<file path="src/rtl/rx_pkt_pkg.sv">
// Shared definitions for the serial packet receiver controller: FSM state
// encoding, error codes and the default start-of-frame byte.
package rx_pkt_pkg;

   typedef enum logic [2:0] {
      ST_IDLE    = 3'd0,
      ST_LEN     = 3'd1,
      ST_PAYLOAD = 3'd2,
      ST_CSUM    = 3'd3,
      ST_DRAIN   = 3'd4
   } rx_state_e;

   localparam logic [2:0] ERR_PARITY  = 3'd0;
   localparam logic [2:0] ERR_LEN     = 3'd1;
   localparam logic [2:0] ERR_CSUM    = 3'd2;
   localparam logic [2:0] ERR_TIMEOUT = 3'd3;
   localparam logic [2:0] ERR_OVERRUN = 3'd4;

   localparam logic [7:0] SOF_DEFAULT = 8'hA5;

   // Running checksum accumulation; 8-bit result wraps modulo 256.
   function automatic logic [7:0] csum_add(input logic [7:0] acc, input logic [7:0] data);
      return acc + data;
   endfunction

endpackage

</file>
<file path="src/rtl/rx_pkt_buf.sv">
// Payload buffer: DEPTH x 8 register file, one synchronous write port and
// one combinational read port. No reset; entries are meaningless until
// written by the current frame.
module rx_pkt_buf #(
   parameter int DEPTH = 16,
   parameter int AW    = 4
) (
   input  logic          clk,
   input  logic          we_i,
   input  logic [AW-1:0] waddr_i,
   input  logic [7:0]    wdata_i,
   input  logic [AW-1:0] raddr_i,
   output logic [7:0]    rdata_o
);

   logic [7:0] mem_q [DEPTH];

   // Store one payload byte per accepted receiver byte.
   always_ff @(posedge clk) begin
      if (we_i) begin
         mem_q[waddr_i] <= wdata_i;
      end
   end

   assign rdata_o = mem_q[raddr_i];

endmodule

</file>
<file path="src/rtl/serial_rx_packet_ctrl.sv">
// Packet-level controller behind the serial parity receiver. Hunts for SOF,
// walks each frame through length, payload and checksum, buffers the payload
// and drains verified payloads over a valid/ready stream. Every frame fault
// produces a one-cycle err_pulse with a sticky err_code.
module serial_rx_packet_ctrl
   import rx_pkt_pkg::*;
#(
   parameter int         MAX_LEN     = 16,
   parameter logic [7:0] SOF         = SOF_DEFAULT,
   parameter int         TIMEOUT_CYC = 64
) (
   input  logic       clk,
   input  logic       rst,
   input  logic [7:0] rx_byte,
   input  logic       rx_valid,
   input  logic       rx_perr,
   output logic [7:0] pkt_data,
   output logic       pkt_valid,
   input  logic       pkt_ready,
   output logic       pkt_last,
   output logic       err_pulse,
   output logic [2:0] err_code,
   output logic       busy
);

   localparam int              AW        = $clog2(MAX_LEN);
   localparam int              TW        = $clog2(TIMEOUT_CYC + 1);
   localparam logic [7:0]      MAX_LEN_B = 8'(MAX_LEN);
   localparam logic [TW-1:0]   TMO_LAST  = TW'(TIMEOUT_CYC - 1);

   rx_state_e     state_q;
   logic [7:0]    len_q;
   logic [7:0]    idx_q;
   logic [7:0]    rd_idx_q;
   logic [7:0]    sum_q;
   logic [TW-1:0] tmo_q;
   logic [7:0]    pkt_data_q;
   logic          pkt_valid_q;
   logic          pkt_last_q;
   logic          err_pulse_q;
   logic [2:0]    err_code_q;
   logic          busy_q;

   logic          in_frame_s;
   logic          tmo_expire_s;
   logic          buf_we_s;
   logic [AW-1:0] rd_addr_s;
   logic [7:0]    rd_data_s;
   logic [7:0]    sum_chk_s;

   // Frame-phase decode, timeout expiry, buffer write strobe and read address.
   // The read port looks one beat ahead so the next beat can be registered
   // on the handshake edge without a bubble.
   always_comb begin
      in_frame_s   = (state_q == ST_LEN) || (state_q == ST_PAYLOAD) || (state_q == ST_CSUM);
      tmo_expire_s = in_frame_s && !rx_valid && (tmo_q == TMO_LAST);
      buf_we_s     = (state_q == ST_PAYLOAD) && rx_valid && !rx_perr;
      sum_chk_s    = csum_add(sum_q, rx_byte);
      if (state_q == ST_DRAIN) begin
         rd_addr_s = rd_idx_q[AW-1:0] + AW'(1);
      end else begin
         rd_addr_s = '0;
      end
   end

   rx_pkt_buf #(
      .DEPTH (MAX_LEN),
      .AW    (AW)
   ) u_buf (
      .clk     (clk),
      .we_i    (buf_we_s),
      .waddr_i (idx_q[AW-1:0]),
      .wdata_i (rx_byte),
      .raddr_i (rd_addr_s),
      .rdata_o (rd_data_s)
   );

   // Inter-byte idle counter: runs inside a frame, clears on every byte and on expiry.
   always_ff @(posedge clk or negedge rst) begin
      if (!rst) begin
         tmo_q <= '0;
      end else if (in_frame_s && !rx_valid && !tmo_expire_s) begin
         tmo_q <= tmo_q + TW'(1);
      end else begin
         tmo_q <= '0;
      end
   end

   // Frame sequencer with registered stream and error outputs.
   always_ff @(posedge clk or negedge rst) begin
      if (!rst) begin
         state_q     <= ST_IDLE;
         len_q       <= 8'd0;
         idx_q       <= 8'd0;
         rd_idx_q    <= 8'd0;
         sum_q       <= 8'd0;
         pkt_data_q  <= 8'd0;
         pkt_valid_q <= 1'b0;
         pkt_last_q  <= 1'b0;
         err_pulse_q <= 1'b0;
         err_code_q  <= 3'd0;
         busy_q      <= 1'b0;
      end else begin
         err_pulse_q <= 1'b0;
         case (state_q)
            ST_IDLE: begin
               if (rx_valid && !rx_perr && (rx_byte == SOF)) begin
                  state_q <= ST_LEN;
                  busy_q  <= 1'b1;
               end
            end
            ST_LEN: begin
               if (rx_valid && rx_perr) begin
                  err_pulse_q <= 1'b1;
                  err_code_q  <= ERR_PARITY;
                  state_q     <= ST_IDLE;
                  busy_q      <= 1'b0;
               end else if (rx_valid) begin
                  if ((rx_byte == 8'd0) || (rx_byte > MAX_LEN_B)) begin
                     err_pulse_q <= 1'b1;
                     err_code_q  <= ERR_LEN;
                     state_q     <= ST_IDLE;
                     busy_q      <= 1'b0;
                  end else begin
                     len_q   <= rx_byte;
                     sum_q   <= rx_byte;
                     idx_q   <= 8'd0;
                     state_q <= ST_PAYLOAD;
                  end
               end else if (tmo_expire_s) begin
                  err_pulse_q <= 1'b1;
                  err_code_q  <= ERR_TIMEOUT;
                  state_q     <= ST_IDLE;
                  busy_q      <= 1'b0;
               end
            end
            ST_PAYLOAD: begin
               if (rx_valid && rx_perr) begin
                  err_pulse_q <= 1'b1;
                  err_code_q  <= ERR_PARITY;
                  state_q     <= ST_IDLE;
                  busy_q      <= 1'b0;
               end else if (rx_valid) begin
                  sum_q <= sum_chk_s;
                  if (idx_q == (len_q - 8'd1)) begin
                     state_q <= ST_CSUM;
                  end else begin
                     idx_q <= idx_q + 8'd1;
                  end
               end else if (tmo_expire_s) begin
                  err_pulse_q <= 1'b1;
                  err_code_q  <= ERR_TIMEOUT;
                  state_q     <= ST_IDLE;
                  busy_q      <= 1'b0;
               end
            end
            ST_CSUM: begin
               if (rx_valid && rx_perr) begin
                  err_pulse_q <= 1'b1;
                  err_code_q  <= ERR_PARITY;
                  state_q     <= ST_IDLE;
                  busy_q      <= 1'b0;
               end else if (rx_valid) begin
                  if (sum_chk_s == 8'h00) begin
                     // Present beat 0 straight away; rd_addr_s is 0 outside DRAIN.
                     state_q     <= ST_DRAIN;
                     rd_idx_q    <= 8'd0;
                     pkt_data_q  <= rd_data_s;
                     pkt_valid_q <= 1'b1;
                     pkt_last_q  <= (len_q == 8'd1);
                  end else begin
                     err_pulse_q <= 1'b1;
                     err_code_q  <= ERR_CSUM;
                     state_q     <= ST_IDLE;
                     busy_q      <= 1'b0;
                  end
               end else if (tmo_expire_s) begin
                  err_pulse_q <= 1'b1;
                  err_code_q  <= ERR_TIMEOUT;
                  state_q     <= ST_IDLE;
                  busy_q      <= 1'b0;
               end
            end
            ST_DRAIN: begin
               // Bytes arriving while draining are dropped; the buffer is left intact.
               if (rx_valid) begin
                  err_pulse_q <= 1'b1;
                  err_code_q  <= ERR_OVERRUN;
               end
               if (pkt_valid_q && pkt_ready) begin
                  if (pkt_last_q) begin
                     state_q     <= ST_IDLE;
                     busy_q      <= 1'b0;
                     pkt_valid_q <= 1'b0;
                     pkt_last_q  <= 1'b0;
                  end else begin
                     rd_idx_q   <= rd_idx_q + 8'd1;
                     pkt_data_q <= rd_data_s;
                     pkt_last_q <= ((rd_idx_q + 8'd2) == len_q);
                  end
               end
            end
            default: begin
               state_q     <= ST_IDLE;
               busy_q      <= 1'b0;
               pkt_valid_q <= 1'b0;
               pkt_last_q  <= 1'b0;
            end
         endcase
      end
   end

   assign pkt_data  = pkt_data_q;
   assign pkt_valid = pkt_valid_q;
   assign pkt_last  = pkt_last_q;
   assign err_pulse = err_pulse_q;
   assign err_code  = err_code_q;
   assign busy      = busy_q;

endmodule

</file>
<file path="config.mk">
export PLATFORM = sky130hd
export DESIGN_NAME = serial_rx_packet_ctrl
export DESIGN_NICKNAME = d
export VERILOG_FILES = /design/src/rtl/rx_pkt_pkg.sv /design/src/rtl/rx_pkt_buf.sv /design/src/rtl/serial_rx_packet_ctrl.sv
export SDC_FILE = /design/constraint.sdc
export NUM_CORES = 1
export LEC_CHECK = 0
export ABC_AREA = 0
export BUFFER_PORTS_ARGS = -buffer_cell sky130_fd_sc_hd__buf_4
export CAP_MARGIN = 10
export CELL_PAD_IN_SITES_DETAIL_PLACEMENT = 1
export CELL_PAD_IN_SITES_GLOBAL_PLACEMENT = 2
export CORE_UTILIZATION = 43
export DETAILED_ROUTE_END_ITERATION = 10
export MAX_ROUTING_LAYER = met4
export PLACE_DENSITY_LB_ADDON = 0.15
export SLEW_MARGIN = 20
export SYNTH_ARGS = -nofsm -noshare
export SYNTH_HDL_FRONTEND = slang
export SYNTH_SLANG_ARGS = --single-unit
</file>
<file path="constraint.sdc">
create_clock -name clk -period 4 [get_ports clk]
set_clock_uncertainty 0.15 [all_clocks]
set_input_delay 0.2 -clock clk [delete_from_list [all_inputs] [get_ports clk]]
set_output_delay 0.2 -clock clk [all_outputs]
set_load 0.02 [all_outputs]
</file>
# After elaboration in Yosys (flattened, before gate mapping)

Memory sizes are Yosys's and may differ from the RTL's.
Index checks and enable logic that the tools add are counted.

Eq/ne operators: 27
Reductions and logical operators: 31
Add/sub/neg operators: 7
Bitwise logic cells: 3
Magnitude comparators: 1
Mux-type cells: 88

Operators by type and width:

| operator                                               | number |
|---|---|
| two-way mux 8 bit                                      | 21 |
| two-way mux 3 bit                                      | 22 |
| case mux 8 bit (2 select lines)                        | 4 |
| two-way mux 1 bit                                      | 32 |
| inequality test 2 bit (second input constant)          | 12 |
| AND reduction 6 bit                                    | 4 |
| adder 8 x 1 -> 8 bit (second input constant)           | 2 |
| equality test 8 bit                                    | 2 |
| logical NOT 8 bit                                      | 2 |
| case mux 3 bit (5 select lines)                        | 1 |
| case mux 3 bit (4 select lines)                        | 1 |
| AND reduction 5 bit                                    | 2 |
| logical AND 1 bit                                      | 9 |
| adder 8 x 2 -> 8 bit (second input constant)           | 1 |
| adder 8 bit                                            | 1 |
| equality test 8 x 1 -> 1 bit (second input constant)   | 1 |
| equality test 8 bit (second input constant)            | 1 |
| > comparator 8 x 5 -> 1 bit (second input constant)    | 1 |
| inequality test 4 x 2 -> 1 bit (second input constant) | 2 |
| AND reduction 4 bit                                    | 2 |
| subtractor 8 x 1 -> 8 bit (second input constant)      | 1 |
| adder 7 x 1 -> 7 bit (second input constant)           | 1 |
| equality test 7 x 6 -> 1 bit (second input constant)   | 1 |
| two-way mux 7 bit                                      | 1 |
| 20 further kinds                                       | 30 |

Memories: 1
RAM bits: 128
Register bits: 57
Output and inout bits: 15
Bits of input ports: 13

Memory list:

| name        | depth | width | rd ports | clocked after memory_dff | write ports | RTL line         | text |
|---|---|---|---|---|---|---|---|
| u_buf.mem_q | 16    | 8     | 1        | 0                        | 1           | rx_pkt_buf.sv:16 | `logic [7:0] mem_q [DEPTH];` |

# Logic depth before layout (Yosys ltp)

Gate-level depths: netlist of the first run.

Depth in word-level cells: 9
Mapped depth: 11

# Modules after synthesis

A second synthesis of the first run with hierarchy kept.

Cells, all modules: 614
Area, all modules: 8634.5 um^2

By module, submodules not included:

| module                | instances | cells each | area an instance (um^2) |
|---|---|---|---|
| rx_pkt_buf            | 1         | 221        | 4987.3 |
| serial_rx_packet_ctrl | 1         | 393        | 3647.2 |

# Least setup slack after synthesis of the first run

Ideal clock, no wire load.

Path kind: flip-flop to flip-flop
Start: register sum_q[0]
End: register pkt_data_q[3], in the netlist pkt_data[3]
Data arrival time: 2.607 ns
Setup time: 0.125 ns
Cell stages (with the launch flop): 12
Slack: 1.117 ns
Required time: 3.725 ns
Path through: dfrtp_1 -> ha_1 -> inv_1 -> fa_1 -> nand2b_1 -> a211oi_1 -> nor4b_1 -> a211oi_1 -> nand3_2 -> o21ai_4 -> buf_12 -> mux2_4

Longest elaborated chain between the ends: 4

Ends and longest elaborated chain:

| item                                     | RTL line                     | text |
|---|---|---|
| from (decl)                              | serial_rx_packet_ctrl.sv:35  | `logic [7:0] sum_q;` |
| from (signal assigned)                   | serial_rx_packet_ctrl.sv:126 | `sum_q <= rx_byte;` |
| from (signal assigned)                   | serial_rx_packet_ctrl.sv:144 | `sum_q <= sum_chk_s;` |
| adder 8 bit                              | rx_pkt_pkg.sv:23             | `return acc + data;` |
| logical NOT 8 bit                        | serial_rx_packet_ctrl.sv:164 | `if (sum_chk_s == 8'h00) begin` |
| inequality test 2 x 1 -> 1 bit (no line) | -                            |  |
| AND reduction 6 bit (no line)            | -                            |  |
| to (signal assigned)                     | serial_rx_packet_ctrl.sv:168 | `pkt_data_q <= rd_data_s;` |
| to (signal assigned)                     | serial_rx_packet_ctrl.sv:198 | `pkt_data_q <= rd_data_s;` |
| to (decl)                                | serial_rx_packet_ctrl.sv:37  | `logic [7:0] pkt_data_q;` |

Every way passes these cells.
A chain may end at the register's enable or synchronous reset.

# Final worst setup path of the first run

Start: input rx_byte[0]
End: register rd_idx_q[3]

Longest elaborated chain between the ends: 4

Ends and longest elaborated chain:

| item                                     | RTL line                     | text |
|---|---|---|
| from (decl)                              | serial_rx_packet_ctrl.sv:14  | `input logic [7:0] rx_byte,` |
| adder 8 bit                              | rx_pkt_pkg.sv:23             |  |
| logical NOT 8 bit                        | serial_rx_packet_ctrl.sv:164 |  |
| inequality test 2 x 1 -> 1 bit (no line) | -                            |  |
| AND reduction 6 bit (no line)            | -                            |  |
| to (signal assigned)                     | serial_rx_packet_ctrl.sv:197 | `rd_idx_q <= rd_idx_q + 8'd1;` |
| to (decl)                                | serial_rx_packet_ctrl.sv:34  | `logic [7:0] rd_idx_q;` |

Every way passes these cells.

==> impl_metrics.tcl, run 1 <==
set metrics [dict create \
    timing.final.crit_share_pct 90.7 \
    cts_tree "yes" \
    cts.sinks 185 \
    seqPwrFrac_pct 53.6 \
    vias 6081 \
    routabilityCongestion 0.791 \
    dr.first_iter.drc_count 451 \
    synth-async-reset-ratio_pct 30.8 \
    die_h_um 144 \
    ys_warn_count 0 \
    die_w_um 144 \
    leakage_nw 3.76 \
    hold_path_end "u_buf.mem_q[2][3]$_DFFE_PP_" \
    max_freq_mhz 276 \
    final_layout_size_suffix_gt1_share_pct 14.6 \
    reg2reg_to "rd_idx_q[3]$_DFFE_PN0P_" \
    netlist_area_um2 8680 \
    cts_buffer_depth 2 \
    syn_inst 741 \
    crit_buf_inv 4 \
    nNetsFinal 818 \
    firstDrtPassIters 5 \
    finalHoldViolCount 0 \
    fin_crit_ns 3.63 \
    path_delay_family "compound AO/OA/AOI/OAI gates" \
    initial_core_util_pct 44.2 \
    routed_wl_um 23400 \
    worstSetupEndpointType "register" \
    ys.flop_type "edfxtp_1" \
    pin_count 28 \
    r2r.worst_path.cells 11 \
    final_area_um2 9900 \
    cpPeakStageDelay_ns 0.53 \
    min-delay-start "rx_byte[3]" \
    avgSynthCellArea_um2 11.7 \
    grt_max_degree 58 \
    routedWlPerCell_um 21.9 \
    worst_pin_slew_ns 0.835 \
    status "completed" \
    synth.area.top_cells "edfxtp_1, dfrtp_1, nand2_1, nand3_1, xnor2_1" \
    critical_path_class "input port to register" \
    post_cts_resized 0 \
    post_dp_cell_area_um2 9240 \
    maxCapViolCount 0 \
    crit_path_top_delay_cell "dlygate4sd3_1" \
    seq_area_frac_synth_pct 60.7 \
    dieArea_um2 20800 \
    slew_headroom_pct 44.1 \
    critPathMaxFanout 21 \
    cts_buffers 17 \
    synth_edf_count 128 \
    cts.clk_slew.worst_paths_ns 0.08 \
    h-tree-depth 4 \
    ir_drop_mv 0.308 \
    hold_depth 1 \
    internal_power_w 0.00294 \
    yosys.area.top_type "edfxtp_1" \
    area_growth_pct 14.1 \
    r2r_start "sum_q[0]$_DFFE_PN0P_" \
    setup_viol 0 \
    coreArea_um2 19700 \
    reg2reg_slack_ns 0.61 \
    insertion_delay_ns 0.44 \
    placementRows 51 \
    grtUsageTotal_pct 25.3 \
    dpl.hpwl_um 15700 \
    path_cells "dlygate4sd3_1 > buf_4 > ha_1 > inv_1 > fa_1 > nand2b_1 > a211oi_1 > nor4b_1 > a211oi_1 > nand3_2 > o21ai_4 > buf_4 > mux2i_1" \
    p_per_area_nw_per_um2 386 \
    avgViaCountPerCell 5.70 \
    drv_slew 0 \
    rsz0062_at_grt "no" \
    synth.distinct_cells 69 \
    overflow 0 \
    io_buffer_count 27 \
    cts_root_buffer "clkbuf_16" \
    switching_power_w 0.000883 \
    cts_setup_buffers 0 \
    antenna_found_initial 0 \
    grt_pass1_wl_um 37100 \
    cp.arrival_ns 3.83 \
    hold_path_class "input port to register" \
    grt_pass1_vias 6440 \
    tns_ns 0 \
    antenna_cells 0 \
    drc 0 \
    critPathLaunchType "input port" \
    p_clk_share_pct 43.7 \
    synth-seq-cells 185 \
    crit_required_ns 4.20 \
    drtAntennaViolNets 0 \
    syn_nets 771 \
    synth_top_area_share_pct 44.3 \
    switching_share_pct 23.1 \
    p_comb_share_pct 2.7 \
]
## power by group through the flow
stage / Sequential, W / Clock (W) / Combinational (W)
CTS: 0.00205 / 0.00171 / 0.000104
floorplan: 0.00209 / 0 / 0.0000338
global route: 0.00205 / 0.00178 / 0.000113
detailed placement: 0.00209 / 0 / 0.0000965
global placement: 0.00209 / 0 / 0.0000925
finish: 0.00205 / 0.00167 / 0.000102
## routing by layer
layer | up-vias | track usage, % | part of all wire [%]
li1 | 2808 | - | -
met1 | 3128 | 34.6 | 47
met2 | 116 | 39.3 | 48
met3 | 29 | 3.71 | 3.3
met4 | 0 | 6.83 | 1.7
met5 | - | - | 0
## layout by cell type, fill, tap and decap left out, drive strengths merged, types with 3 or more instances in the layout
master	instances
a211oi	6
xor2	17
a31oi	9
nand4	4
a21o	3
ha	16
a2111oi	3
clkbuf	20
nand3	56
o221ai	16
dlygate4sd3	9
or2	3
nor4	4
nor3	23
a31o	4
xnor2	23
mux4	8
mux2i	6
nand2b	10
nor2	51
nor3b	3
a21oi	31
clkinv	3
nand2	126
nor2b	6
buf	53
mux2	10
edfxtp	128
inv	20
and2	5
dfrtp	57
and3	9
o21ai	29
## timing repair
item / CTS / global route
endpoints found under the hold margin: 142 / 0
endpoints found under the setup margin: 0 / 0
hold buffers: 9 / 0
## flip-flops by register name, indices dropped and copies added, names as in the netlist
| signal | count |
|---|---|
| err_pulse | 1 |
| rd_idx_q | 8 |
| idx_q | 8 |
| pkt_data | 8 |
| tmo_q | 7 |
| sum_q | 8 |
| err_code | 3 |
| len_q | 8 |
| pkt_last | 1 |
| state_q | 3 |
| u_buf.mem_q | 128 |
| busy | 1 |
| pkt_valid | 1 |
## cell families after synthesis
logic type	synth area share (%)
simple gates	16.8
flops	60.7
compound gates	9.17
buf+inv	2.54
xor+xnor	4.04
mux	4.24
fa+ha+maj	2.54
## area by class of cell
type                            instances  area, um^2
Multi-Input combinational cell        510        3190
Tap cell                              265         332
Clock buffer                           20         457
Clock inverter                         12         119
Inverter                               12        45.0
Timing Repair Buffer                   62         488
Sequential cell                       185        5270
Fill cell                            2131        9750
## worst register-to-register path, cell delays in order, from the launching register on
cell      delay, ns
dfrtp_1        0.35
ha_1           0.17
inv_1          0.05
fa_1           0.38
nand2b_1       0.18
a211oi_1       0.32
nor4b_1        0.09
a211oi_1       0.36
nand3_2        0.28
o21ai_4        0.53
buf_4          0.26
mux2i_1        0.19
## Yosys cell counts (2+ instances only)
master,instances
edfxtp_1,128
nand2_1,126
dfrtp_1,57
nand3_1,55
nor2_1,51
a21oi_1,31
o21ai_0,27
nor3_1,23
xnor2_1,23
xor2_1,17
ha_1,16
o221ai_1,16
clkbuf_1,15
inv_1,12
nand2b_1,10
a31oi_1,9
and3_1,9
buf_2,9
mux4_2,8
a211oi_1,6
mux2_2,6
mux2i_1,6
and2_1,5
nor2b_1,5
a31o_2,4
buf_1,4
mux2_4,4
nand4_1,4
a21o_1,3
buf_4,3
nor4_2,3
or2_2,3
a2111oi_0,2
a311o_1,2
nand3b_1,2
nor3b_1,2
o31ai_1,2
or3_1,2
## stage by stage
step	instances	setup slack (ns)	utilization, %	hold slack [ns]	power [W]
final	1066	0.373	50.4	0.0340	0.00383
after floorplan	741	1.12	-	-0.246	0.00213
after CTS	1066	0.356	50.4	0.00902	0.00386
after global routing	1066	0.0502	50.4	0.0233	0.00394
after global placement	1025	0.619	47.0	0.181	0.00218
after detailed placement	1025	0.422	47.0	0.195	0.00219
## worst max-delay path by stage
stage                         start                 endpoint  slack (ns)  cells past startpoint
6_report                 rx_byte[0]  rd_idx_q[3]$_DFFE_PN0P_        0.37                     13
5_1_grt                  rx_byte[0]  rd_idx_q[3]$_DFFE_PN0P_        0.05                     13
4_1_cts                  rx_byte[0]  rd_idx_q[3]$_DFFE_PN0P_        0.36                     13
3_5_place_dp             rx_byte[0]  rd_idx_q[3]$_DFFE_PN0P_        0.42                     12
3_3_place_gp             rx_byte[0]  pkt_data[0]$_DFFE_PN0P_        0.62                     11
2_1_floorplan  sum_q[0]$_DFFE_PN0P_  pkt_data[3]$_DFFE_PN0P_        1.12                     11
Note: power is estimated with default switching activity, not from simulation.
==> run 2, diff against run 1 <==
--- a/config.mk
+++ b/config.mk
@@ -14,6 +14,7 @@
 export DETAILED_ROUTE_END_ITERATION = 10
 export MAX_ROUTING_LAYER = met4
 export PLACE_DENSITY_LB_ADDON = 0.15
+export REMOVE_ABC_BUFFERS = 1
 export SLEW_MARGIN = 20
 export SYNTH_ARGS = -nofsm -noshare
 export SYNTH_HDL_FRONTEND = slang
==> impl_metrics.tcl, run 2 (synthesis gave the netlist of run 1 again) <==
set metrics [dict create \
    status "completed" \
    routed_wl_um 24200 \
    leakage_nw 3.78 \
    overflow 0 \
    dpl.hpwl_um 15900 \
    slew_headroom_pct 43.9 \
    drv_slew 0 \
    num-fill-cells 2137 \
    final_layout_size_suffix_gt1_share_pct 15.0 \
    firstDrtPassIters 5 \
    grt_max_degree 58 \
    rsz0062_at_grt "no" \
    avgViaCountPerCell 5.81 \
    grt_pass1_vias 6402 \
    antenna_cells 0 \
    insertion_delay_ns 0.44 \
    setup_viol 0 \
    h-tree-depth 4 \
    critPathLaunchType "input port" \
    drtAntennaViolNets 0 \
    cts_tree "yes" \
    routedWlPerCell_um 22.7 \
    cts_buffers 17 \
    grtUsageTotal_pct 25.7 \
    critPathMaxFanout 21 \
    io_buffer_count 27 \
    p_per_area_nw_per_um2 385 \
    top_register "u_buf.mem_q" \
    fin_total_pwr_w 0.00383 \
    crit_required_ns 4.20 \
    initial_core_util_pct 44.2 \
    area_growth_pct 14.5 \
    die_w_um 144 \
    most-common-layout-cells "edfxtp_1, nand2_1, dfrtp_1, buf_4, nand3_1" \
    critical_path_class "input port to register" \
    routabilityCongestion 0.820 \
    cts_root_buffer "clkbuf_16" \
    cts.sinks 185 \
    fin_crit_ns 3.62 \
    vias 6216 \
    cts_buffer_depth 2 \
    maxCapViolCount 0 \
    cts.clk_slew.worst_paths_ns 0.07 \
    worst_pin_slew_ns 0.842 \
    cp.arrival_ns 3.82 \
    tns_ns 0 \
    hold_path_class "input port to register" \
    final_common_cell "edfxtp_1" \
    max_freq_mhz 276 \
    timing.final.crit_share_pct 90.4 \
    nNetsFinal 822 \
    die_h_um 144 \
    placementRows 51 \
    antenna_found_initial 0 \
    grt_pass1_wl_um 37600 \
    dieArea_um2 20800 \
    worstSetupEndpointType "register" \
    dr.first_iter.drc_count 472 \
    ir_drop_mv 0.291 \
    pin_count 28 \
    multiInputGateArea_um2 3190 \
    drc 0 \
    largest_reg_flops 128 \
    regArea_um2 5270 \
    coreArea_um2 19700 \
    finalHoldViolCount 0 \
]
run 2: cell types whose count changed in the layout (fill, tap and decap cells not counted), moves of 2 or more:
cell      before  now
clkinv_8       0    3
buf_4         53   57
clkbuf_8       2    0
clkinv_4       3    1
run 2: cell type report:
cell class              instances  area share, %
inverters                      12          0.453
multi-input cells             510           32.1
flip-flops and latches        185           53.0
repair buffers                 66           5.21
clock buffers                  18           4.32
well taps                     265           3.34
clock inverters                14           1.52
run 2: repair_timing:
action | CTS | global route
setup buffers | 0 | 0
hold buffers | 8 | 1
endpoints found under the hold margin | 133 | 4
resized for setup | 0 | 0
run 2: metal layers:
layer	vias to the layer above	share of wire, %	track usage (%)
li1	2820	-	-
met1	3202	46	34.2
met2	153	49	40.7
met3	41	3.8	4.24
met4	0	1.4	7.17
met5	-	0	-
run 2: critical path, stage by stage:
cell,delay (ns)
dlygate4sd3_1,0.53
buf_4,0.25
ha_1,0.21
inv_1,0.06
fa_1,0.39
nand2b_1,0.18
a211oi_1,0.32
nor4b_1,0.10
a211oi_1,0.34
nand3_2,0.27
o21ai_4,0.52
buf_4,0.25
mux2i_1,0.20
run 2: path summary, 6_finish.rpt:
kind | from | end | slack, ns | cells past startpoint
worst max-delay path | rx_byte[0] | rd_idx_q[3]$_DFFE_PN0P_ | 0.38 | 13
min in group asynchronous | rst | pkt_data[7]$_DFFE_PN0P_ | 0.21 | 2
worst min register to register | tmo_q[0]$_DFF_PN0_ | tmo_q[0]$_DFF_PN0_ | 0.31 | 1
worst min-delay path | rx_byte[4] | len_q[4]$_DFFE_PN0P_ | 0.03 | 3
max in group asynchronous | rst | sum_q[1]$_DFFE_PN0P_ | 2.88 | 2
worst max register to register | sum_q[0]$_DFFE_PN0P_ | rd_idx_q[3]$_DFFE_PN0P_ | 0.61 | 11
run 2: per-stage QoR:
step,hold WS (ns),utilization (%),cells,worst slack [ns],area [um^2]
detailed placement,0.184,47.1,1029,0.445,9270
global route,0.0257,50.6,1070,0.115,9940
floorplan,-0.246,-,707,0.560,8500
finish,0.0305,50.6,1070,0.382,9940
global placement,0.170,47.1,1029,0.633,9270
CTS,0.00207,50.5,1069,0.367,9930
run 2: power by group:
group / total [W] / internal, W / switching (W) / leakage (nW)
combinational: 0.000103 / 0.0000309 / 0.0000718 / 1.60
clock: 0.00168 / 0.000836 / 0.000841 / 0.279
sequential: 0.00205 / 0.00205 / 0.000000616 / 1.90
